===== src/rtl/bus_target_responder_pkg.sv =====
// Shared types and constants for the bus target responder.
// Holds the FSM state encoding and the default bus width and timeout read value.
package bus_target_responder_pkg;

  localparam int WORD_W = 16;
  localparam logic [WORD_W-1:0] TIMEOUT_VAL = 16'hDEAD;

  typedef enum logic [2:0] {
    S_IDLE,
    S_WDATA,
    S_UWR,
    S_URD,
    S_RDATA
  } state_t;

endpackage


===== src/rtl/bus_target_responder_if.sv =====
// Interconnect and user-port signal bundle for the bus target responder.
// Signal names are from the responder's view; slave = responder, master = environment.
interface bus_target_responder_if #(
  parameter int W = 16
);
  logic         i_addr_valid;
  logic         i_write_enable;
  logic         i_write_data_valid;
  logic         o_addr_ready;
  logic         o_write_data_ready;
  logic         o_read_data_valid;
  logic         i_read_data_ready;
  logic [W-1:0] i_common;
  logic [W-1:0] o_read_data;
  logic         o_user_req;
  logic         o_user_we;
  logic [W-1:0] o_user_addr;
  logic [W-1:0] o_user_wdata;
  logic         i_user_ack;
  logic [W-1:0] i_user_rdata;
  logic         o_timeout;

  modport slave (
    input  i_addr_valid, i_write_enable,
    input  i_write_data_valid, i_read_data_ready,
    input  i_common, i_user_ack, i_user_rdata,
    output o_addr_ready, o_write_data_ready,
    output o_read_data_valid, o_read_data,
    output o_user_req, o_user_we,
    output o_user_addr, o_user_wdata, o_timeout
  );

  modport master (
    output i_addr_valid, i_write_enable,
    output i_write_data_valid, i_read_data_ready,
    output i_common, i_user_ack, i_user_rdata,
    input  o_addr_ready, o_write_data_ready,
    input  o_read_data_valid, o_read_data,
    input  o_user_req, o_user_we,
    input  o_user_addr, o_user_wdata, o_timeout
  );
endinterface


===== src/rtl/bus_target_responder.sv =====
// Target side of the control interconnect: one bus transaction -> one user request.
// Ports: clk, reset (sync, active-high), bus (slave modport: handshakes + user port).
module bus_target_responder
  import bus_target_responder_pkg::*;
#(
  parameter int WORD_WIDTH = WORD_W,
  parameter int TIMEOUT_CYCLES = 255,
  parameter logic [WORD_WIDTH-1:0] TIMEOUT_VALUE = TIMEOUT_VAL
) (
  input logic clk,
  input logic reset,
  bus_target_responder_if.slave bus
);

  localparam int CW = $clog2(TIMEOUT_CYCLES + 1);
  localparam logic [CW-1:0] LAST = CW'(TIMEOUT_CYCLES - 1);

  state_t                r_state, w_state_nx;
  logic [CW-1:0]         r_cnt, w_cnt_nx;
  logic [WORD_WIDTH-1:0] r_addr, w_addr_nx;
  logic [WORD_WIDTH-1:0] r_wdata, w_wdata_nx;
  logic [WORD_WIDTH-1:0] r_rdata, w_rdata_nx;
  logic                  r_we, w_we_nx;
  logic                  r_timeout, w_timeout_nx;
  logic                  r_addr_ready;
  logic                  r_wdata_ready;
  logic                  r_rvalid;
  logic                  r_req;
  logic                  r_user_we;
  logic                  w_in_user;

  always_comb begin
    w_state_nx   = r_state;
    w_cnt_nx     = r_cnt;
    w_addr_nx    = r_addr;
    w_wdata_nx   = r_wdata;
    w_rdata_nx   = r_rdata;
    w_we_nx      = r_we;
    w_timeout_nx = 1'b0;
    unique case (r_state)
      S_IDLE: begin
        if (bus.i_addr_valid) begin
          w_addr_nx  = bus.i_common;
          w_we_nx    = bus.i_write_enable;
          w_cnt_nx   = '0;
          w_state_nx = bus.i_write_enable ? S_WDATA : S_URD;
        end
      end
      S_WDATA: begin
        if (bus.i_write_data_valid) begin
          w_wdata_nx = bus.i_common;
          w_cnt_nx   = '0;
          w_state_nx = S_UWR;
        end
      end
      S_UWR, S_URD: begin
        // ack on the terminal-count cycle still completes normally
        if (bus.i_user_ack) begin
          if (r_state == S_URD) begin
            w_rdata_nx = bus.i_user_rdata;
            w_state_nx = S_RDATA;
          end else begin
            w_state_nx = S_IDLE;
          end
        end else if (r_cnt == LAST) begin
          w_timeout_nx = 1'b1;
          if (r_state == S_URD) begin
            w_rdata_nx = TIMEOUT_VALUE;
            w_state_nx = S_RDATA;
          end else begin
            w_state_nx = S_IDLE;
          end
        end else begin
          w_cnt_nx = r_cnt + 1'b1;
        end
      end
      S_RDATA: begin
        if (bus.i_read_data_ready) w_state_nx = S_IDLE;
      end
      default: w_state_nx = S_IDLE;
    endcase
  end

  // outputs are registered copies decoded from the next state
  assign w_in_user = (w_state_nx == S_UWR) || (w_state_nx == S_URD);

  always_ff @(posedge clk) begin
    if (reset) begin
      r_state       <= S_IDLE;
      r_cnt         <= '0;
      r_addr        <= '0;
      r_wdata       <= '0;
      r_rdata       <= '0;
      r_we          <= 1'b0;
      r_timeout     <= 1'b0;
      r_addr_ready  <= 1'b1;
      r_wdata_ready <= 1'b0;
      r_rvalid      <= 1'b0;
      r_req         <= 1'b0;
      r_user_we     <= 1'b0;
    end else begin
      r_state       <= w_state_nx;
      r_cnt         <= w_cnt_nx;
      r_addr        <= w_addr_nx;
      r_wdata       <= w_wdata_nx;
      r_rdata       <= w_rdata_nx;
      r_we          <= w_we_nx;
      r_timeout     <= w_timeout_nx;
      r_addr_ready  <= (w_state_nx == S_IDLE);
      r_wdata_ready <= (w_state_nx == S_WDATA);
      r_rvalid      <= (w_state_nx == S_RDATA);
      r_req         <= w_in_user;
      r_user_we     <= w_in_user && w_we_nx;
    end
  end

  assign bus.o_addr_ready       = r_addr_ready;
  assign bus.o_write_data_ready = r_wdata_ready;
  assign bus.o_read_data_valid  = r_rvalid;
  assign bus.o_read_data        = r_rdata;
  assign bus.o_user_req         = r_req;
  assign bus.o_user_we          = r_user_we;
  assign bus.o_user_addr        = r_addr;
  assign bus.o_user_wdata       = r_wdata;
  assign bus.o_timeout          = r_timeout;

endmodule


===== src/flat_wrapper.sv =====
// flat-port wrapper written by rule: the top's interface ports become plain ports
module bus_target_responder_flat import bus_target_responder_pkg::*;
#(
  parameter int WORD_WIDTH = WORD_W,
  parameter int TIMEOUT_CYCLES = 255,
  parameter logic [WORD_WIDTH-1:0] TIMEOUT_VALUE = TIMEOUT_VAL
)
  (clk, reset, bus_i_addr_valid, bus_i_write_enable, bus_i_write_data_valid, bus_i_read_data_ready, bus_i_common, bus_i_user_ack, bus_i_user_rdata, bus_o_addr_ready, bus_o_write_data_ready, bus_o_read_data_valid, bus_o_read_data, bus_o_user_req, bus_o_user_we, bus_o_user_addr, bus_o_user_wdata, bus_o_timeout);
  bus_target_responder_if #(.W((16))) bus_i ();
  input logic clk;
  input logic reset;
  input wire logic [$bits(bus_i.i_addr_valid)-1:0] bus_i_addr_valid;
  input wire logic [$bits(bus_i.i_write_enable)-1:0] bus_i_write_enable;
  input wire logic [$bits(bus_i.i_write_data_valid)-1:0] bus_i_write_data_valid;
  input wire logic [$bits(bus_i.i_read_data_ready)-1:0] bus_i_read_data_ready;
  input wire logic [$bits(bus_i.i_common)-1:0] bus_i_common;
  input wire logic [$bits(bus_i.i_user_ack)-1:0] bus_i_user_ack;
  input wire logic [$bits(bus_i.i_user_rdata)-1:0] bus_i_user_rdata;
  output wire logic [$bits(bus_i.o_addr_ready)-1:0] bus_o_addr_ready;
  output wire logic [$bits(bus_i.o_write_data_ready)-1:0] bus_o_write_data_ready;
  output wire logic [$bits(bus_i.o_read_data_valid)-1:0] bus_o_read_data_valid;
  output wire logic [$bits(bus_i.o_read_data)-1:0] bus_o_read_data;
  output wire logic [$bits(bus_i.o_user_req)-1:0] bus_o_user_req;
  output wire logic [$bits(bus_i.o_user_we)-1:0] bus_o_user_we;
  output wire logic [$bits(bus_i.o_user_addr)-1:0] bus_o_user_addr;
  output wire logic [$bits(bus_i.o_user_wdata)-1:0] bus_o_user_wdata;
  output wire logic [$bits(bus_i.o_timeout)-1:0] bus_o_timeout;
  assign bus_i.i_addr_valid = bus_i_addr_valid;
  assign bus_i.i_write_enable = bus_i_write_enable;
  assign bus_i.i_write_data_valid = bus_i_write_data_valid;
  assign bus_i.i_read_data_ready = bus_i_read_data_ready;
  assign bus_i.i_common = bus_i_common;
  assign bus_i.i_user_ack = bus_i_user_ack;
  assign bus_i.i_user_rdata = bus_i_user_rdata;
  assign bus_o_addr_ready = bus_i.o_addr_ready;
  assign bus_o_write_data_ready = bus_i.o_write_data_ready;
  assign bus_o_read_data_valid = bus_i.o_read_data_valid;
  assign bus_o_read_data = bus_i.o_read_data;
  assign bus_o_user_req = bus_i.o_user_req;
  assign bus_o_user_we = bus_i.o_user_we;
  assign bus_o_user_addr = bus_i.o_user_addr;
  assign bus_o_user_wdata = bus_i.o_user_wdata;
  assign bus_o_timeout = bus_i.o_timeout;
  bus_target_responder #(.WORD_WIDTH(WORD_WIDTH), .TIMEOUT_CYCLES(TIMEOUT_CYCLES), .TIMEOUT_VALUE(TIMEOUT_VALUE)) u_core (.clk(clk), .reset(reset), .bus(bus_i));
endmodule

===== config.mk =====
export PLATFORM = sky130hd
export DESIGN_NAME = bus_target_responder_flat
export DESIGN_NICKNAME = d
export VERILOG_FILES = /design/src/rtl/bus_target_responder_pkg.sv /design/src/rtl/bus_target_responder_if.sv /design/src/rtl/bus_target_responder.sv /design/src/flat_wrapper.sv
export SDC_FILE = /design/constraint.sdc
export NUM_CORES = 1
export LEC_CHECK = 0
export CAP_MARGIN = 10
export CORE_MARGIN = 5
export CORE_UTILIZATION = 55
export CTS_CLUSTER_DIAMETER = 150
export DETAILED_ROUTE_END_ITERATION = 16
export DONT_BUFFER_PORTS = 1
export HOLD_SLACK_MARGIN = 0.08
export PLACE_DENSITY = 0.73
export SLEW_MARGIN = 20
export SYNTH_ARGS = -nofsm -noshare
export SYNTH_HDL_FRONTEND = slang
export SYNTH_SLANG_ARGS = --single-unit
export TNS_END_PERCENT = 5

===== constraint.sdc =====
create_clock -name clk -period 1.8 [get_ports clk]
set_clock_uncertainty 0.05 [all_clocks]
set_input_delay 0.09 -clock clk [delete_from_list [all_inputs] [get_ports clk]]
set_output_delay 0.09 -clock clk [all_outputs]
set_load 0.005 [all_outputs]

Word-level counts from Yosys, hierarchy flattened
Index checks and enable logic that the tools add are counted.
{ "op_classes": {"addsub": 1, "eq_ne": 13, "muxes": 20, "n_bitwise": 1, "reduce_logical": 12} }
{ "ops": {"columns": ["operator", "n"], "rows": [
  ["two-way mux 16 bit", 4],
  ["two-way mux 8 bit", 4],
  ["case mux 8 bit (3 select lines)", 1],
  ["two-way mux 3 bit", 6],
  ["== test 3 x 2 -> 1 bit, second input constant", 4],
  ["case mux 3 bit (4 select lines)", 1],
  ["adder 8 x 1 -> 8 bit, second input constant", 1],
  ["== test 8 bit, second input constant", 1],
  ["!= test 2 bit, second input constant", 4],
  ["== test 3 x 1 -> 1 bit, second input constant", 2],
  ["== test 3 bit, second input constant", 2],
  ["zero test 3 bit", 2],
  ["AND reduction 5 bit", 1],
  ["AND reduction 2 bit", 2],
  ["two-way mux 1 bit", 3],
  ["AND reduction 3 bit", 1],
  ["nonzero test 3 bit", 1],
  ["OR reduction 3 bit", 1],
  ["two-way mux 2 bit", 1],
  ["nonzero test 2 bit", 1],
  ["OR reduction 2 bit", 1],
  ["logical AND 1 bit", 1],
  ["logical OR 1 bit", 1],
  ["inverter 1 bit", 1]
]} }
{ "word_totals": {"register_bits": 66, "in_bits": 39, "output_inout_bits": 54, "elab_cells": 59} }

Longest topological paths before layout
{ "logic_depth": {"depth_word": 8, "ltp_mapped": 7, "ltp_nobuf": 6} }

Worst setup path after synthesis
OpenSTA, ideal clock, no wires.
{ "synth_timing": {"path_kind": "register to register", "start": "register u_core.r_cnt[0]", "end": "register u_core.r_cnt[5]", "setup_ns": 0.086, "t_arrival_ns": 1.786, "t_required_ns": 1.664, "path_slack_ns": -0.122, "path_stages_with_launch": 7, "path_buffers": 0, "synth_period_minus_slack_ns": 1.922, "cell_sequence": "dfxtp_1 -> inv_1 -> ha_1 -> and3_1 -> a31o_4 -> or4_4 -> a221oi_2"} }
{ "synth_via": {"elab_chain_cells": 4, "elab_cells_between_ends": 7, "classes_between": "add/sub (1); eq/ne (2); mux (3); reduce/logical (1)"} }
{ "synth_lines": {"columns": ["item", "line_no", "text"], "rows": [
  ["from (decl)", "bus_target_responder.sv:19", "logic [CW-1:0] r_cnt, w_cnt_nx;"],
  ["from (signal assigned)", "bus_target_responder.sv:103", "r_cnt <= w_cnt_nx;"],
  ["adder 8 x 1 -> 8 bit", "bus_target_responder.sv:74", "w_cnt_nx = r_cnt + 1'b1;"],
  ["two-way mux 8 bit", "bus_target_responder.sv:65", "end else if (r_cnt == LAST) begin"],
  ["two-way mux 8 bit", "bus_target_responder.sv:58", "if (bus.i_user_ack) begin"],
  ["case mux 8 bit (3 select lines)", "bus_target_responder.sv:40", "unique case (r_state)"]
]} }
Parallel ways exist; a longest one is shown, timed or not. The select of a mux whose other input is x is not followed.
A chain may end at the register's enable or synchronous reset.

Worst setup path after layout
Same ends and word-level chain as after synthesis.

==> out/qor.yml <==
synth_edf_count: 0
async_reset_ff_share_pct: 0
cp.required_ns: 2.01
grt.total_usage_pct: 23.0
post-route-util_pct: 70.9
synth_most_common_cell: "nand2_1"
die_h_um: 78.9
p_int_uw: 2370
tns_ns: 0
hpwl_um: 4210
netlist_top_cells_area: "dfxtp_1, nand2_1, a21oi_1, o21a_1, o21ai_0"
core_um2: 4660
vdd_drop_max_v: 0.000546
arrival_ns: 1.99
syn_inst: 310
die_area_um2: 6230
initial_core_util_pct: 56.1
synth.avg_cell_area_um2: 8.43
total_power_uw: 3140
gp_congestion: 0.858
port_buffers: 0
path_max_fanout: 7
clk_pin_slew_ns: 0.07
clock.fmax_mhz: 560
ys_top_cells_by_count: "nand2_1, dfxtp_1, a21oi_1"
slew_viol_final: 0
p_leak_uw: 0.00129
insertion_delay_ns: 0.34
power_frac_clock_pct: 37.8
drv_cap: 0
rows: 25
cts.sinks: 66
drtIter0Drc: 135
tritoncts: "built"
cp_slowest_cell: "or4_4"
slew_headroom_pct: 68.6
grt_setup_unrepaired: "true"
synth_top_area_cell: "dfxtp_1"
swShare_pct: 24.6
root_buffer: "clkbuf_8"
min_period_ns: 1.78
setup_violations: 0
rrSetupSlack_ns: 0.02
worstMarginPinSlew_ns: 0.471
power_density_nw_per_um2: 951
num_antenna_cells: 0
grt_max_degree: 62
cts_inserted_buffers: 9
p_seq_share_pct: 50.5
synthFlopType: "dfxtp_1"
status: "completed"
detail_route.first_pass.iterations: 4
crit_type: "reg2reg"
htreeDepth: 3
drc: 0
finalCritPeriodShare_pct: 99.2
whs_ns: 0.112
power_frac_comb_pct: 11.7
drtAntennaViolNets: 0
clock_path_buffers: 2
ys_warn_count: 0
endpoint_kind: "register"
viasPerCell: 5.57
ys_ff_latch: 66
wl_um: 6750
synth_fp_nets: 351
overflow: 0
wl_per_cell_um: 16.3
drive_above_1_share_pct: 12.5
grt_pass1_vias: 2290
hold_class: "in2reg"
syn_to_final_growth_pct: 26.5
ioPinCount: 93
nNetsFinal: 398
critPathLaunchType: "register"
antenna_found_initial: 0
fp.dieW_um: 78.9
p_sw_uw: 774
grt_pass1_wl_um: 11200
post_cts_buffers: 0
crit_chain: "inv_2 > ha_2 > and3_4 > a31o_4 > or4_4 > a221oi_2"
finalHoldViolCount: 0
syn_area_um2: 2610
max_stage_delay_ns: 0.48
synth_cell_types: 37
vias: 2312
synth_top_area_share_pct: 50.6
yosysSeqAreaShare_pct: 50.6
[path summary, 6_finish.rpt]
path                                           start                                 endpoint  cells after the start
min                                   bus_i_user_ack             u_core.r_cnt[6]$_SDFFE_PP0P_                      4
max reg2reg             u_core.r_cnt[0]$_SDFFE_PP0P_             u_core.r_cnt[5]$_SDFFE_PP0P_                      6
min reg2reg  u_core.bus.o_user_addr[15]$_SDFFE_PP0P_  u_core.bus.o_user_addr[15]$_SDFFE_PP0P_                      2
max                     u_core.r_cnt[0]$_SDFFE_PP0P_             u_core.r_cnt[5]$_SDFFE_PP0P_                      6
[state kept, by name (all words and copies together) (netlist names), 3 cells and up]
register                 cells
u_core.bus.o_user_wdata     16
u_core.bus.o_user_addr      16
u_core.r_cnt                 8
u_core.bus.o_read_data      16
u_core.r_state               3
[critical path, delay by kind of cell, from the launching register on]
family | cells | cell delay, ns
AOI/OAI and AO/OA | 2 | 0.45
DFF | 1 | 0.34
adders and majority gates | 1 | 0.16
and+or+nand+nor | 2 | 0.66
buffers and inverters | 1 | 0.05
[cells in the final DEF (no fill, tap or decap), types with 3 or more instances in the layout]
master and n:
a21oi_1 53, and2_1 4, buf_4 15, clkbuf_8 10, dfxtp_1 64, dlygate4sd3_1 39, inv_1 13, nand2_1 76
nand2b_1 3, nand3_1 8, nor2_1 8, nor2b_1 3, o21a_1 11, o21ai_0 11
[cell families (layout without fill, tap and decap cells)]
kind of cell    count (synthesis)  in the layout  share of synthesized area (%)
buf+inv                        33             84                           6.13
compound gates                 90             90                           20.6
flops                          66             66                           50.6
simple gates                  119            119                           21.8
fa+ha+maj                       2              2                          0.957
[power by group through the flow]
stage | logic [uW] | clock network, uW | registers (uW)
6_report | 367 | 1190 | 1590
5_1_grt | 412 | 1290 | 1590
4_1_cts | 362 | 1220 | 1590
3_5_place_dp | 255 | 0 | 1620
3_3_place_gp | 249 | 0 | 1620
2_1_floorplan | 227 | 0 | 1590
[per-layer routing]
| metal | vias to the layer above | GRT usage, % | routed length, um |
|---|---|---|---|
| met5 | - | 0 | 0 |
| met4 | 0 | 13.2 | 204 |
| met3 | 18 | 6.58 | 532 |
| met2 | 83 | 36.0 | 3220 |
| met1 | 1064 | 28.4 | 2790 |
| li1 | 1147 | - | - |
[final cells by class]
| cell class | count | area, um^2 |
|---|---|---|
| clock buffer | 12 | 145 |
| clock inverter | 3 | 40.0 |
| fill | 365 | 1360 |
| inverter | 14 | 52.6 |
| multi-input combinational | 211 | 1150 |
| sequential | 66 | 1320 |
| tap | 54 | 67.6 |
| timing repair buffer | 55 | 531 |
[what timing repair did]
action	4_1_cts	5_1_grt
setup endpoints to repair	9	12
hold endpoints to repair	66	0
hold buffers	40	0
resized for setup	2	2
[per-stage QoR]
stage	cells	area, um^2	setup WS [ns]
floorplan	310	2620	0.0308
global placement	360	2690	0.0373
detailed placement	360	2690	0.0127
CTS	415	3300	0.00632
global route	415	3310	-0.0242
finish	415	3310	0.0151
Power figures use the tool's default switching activity.
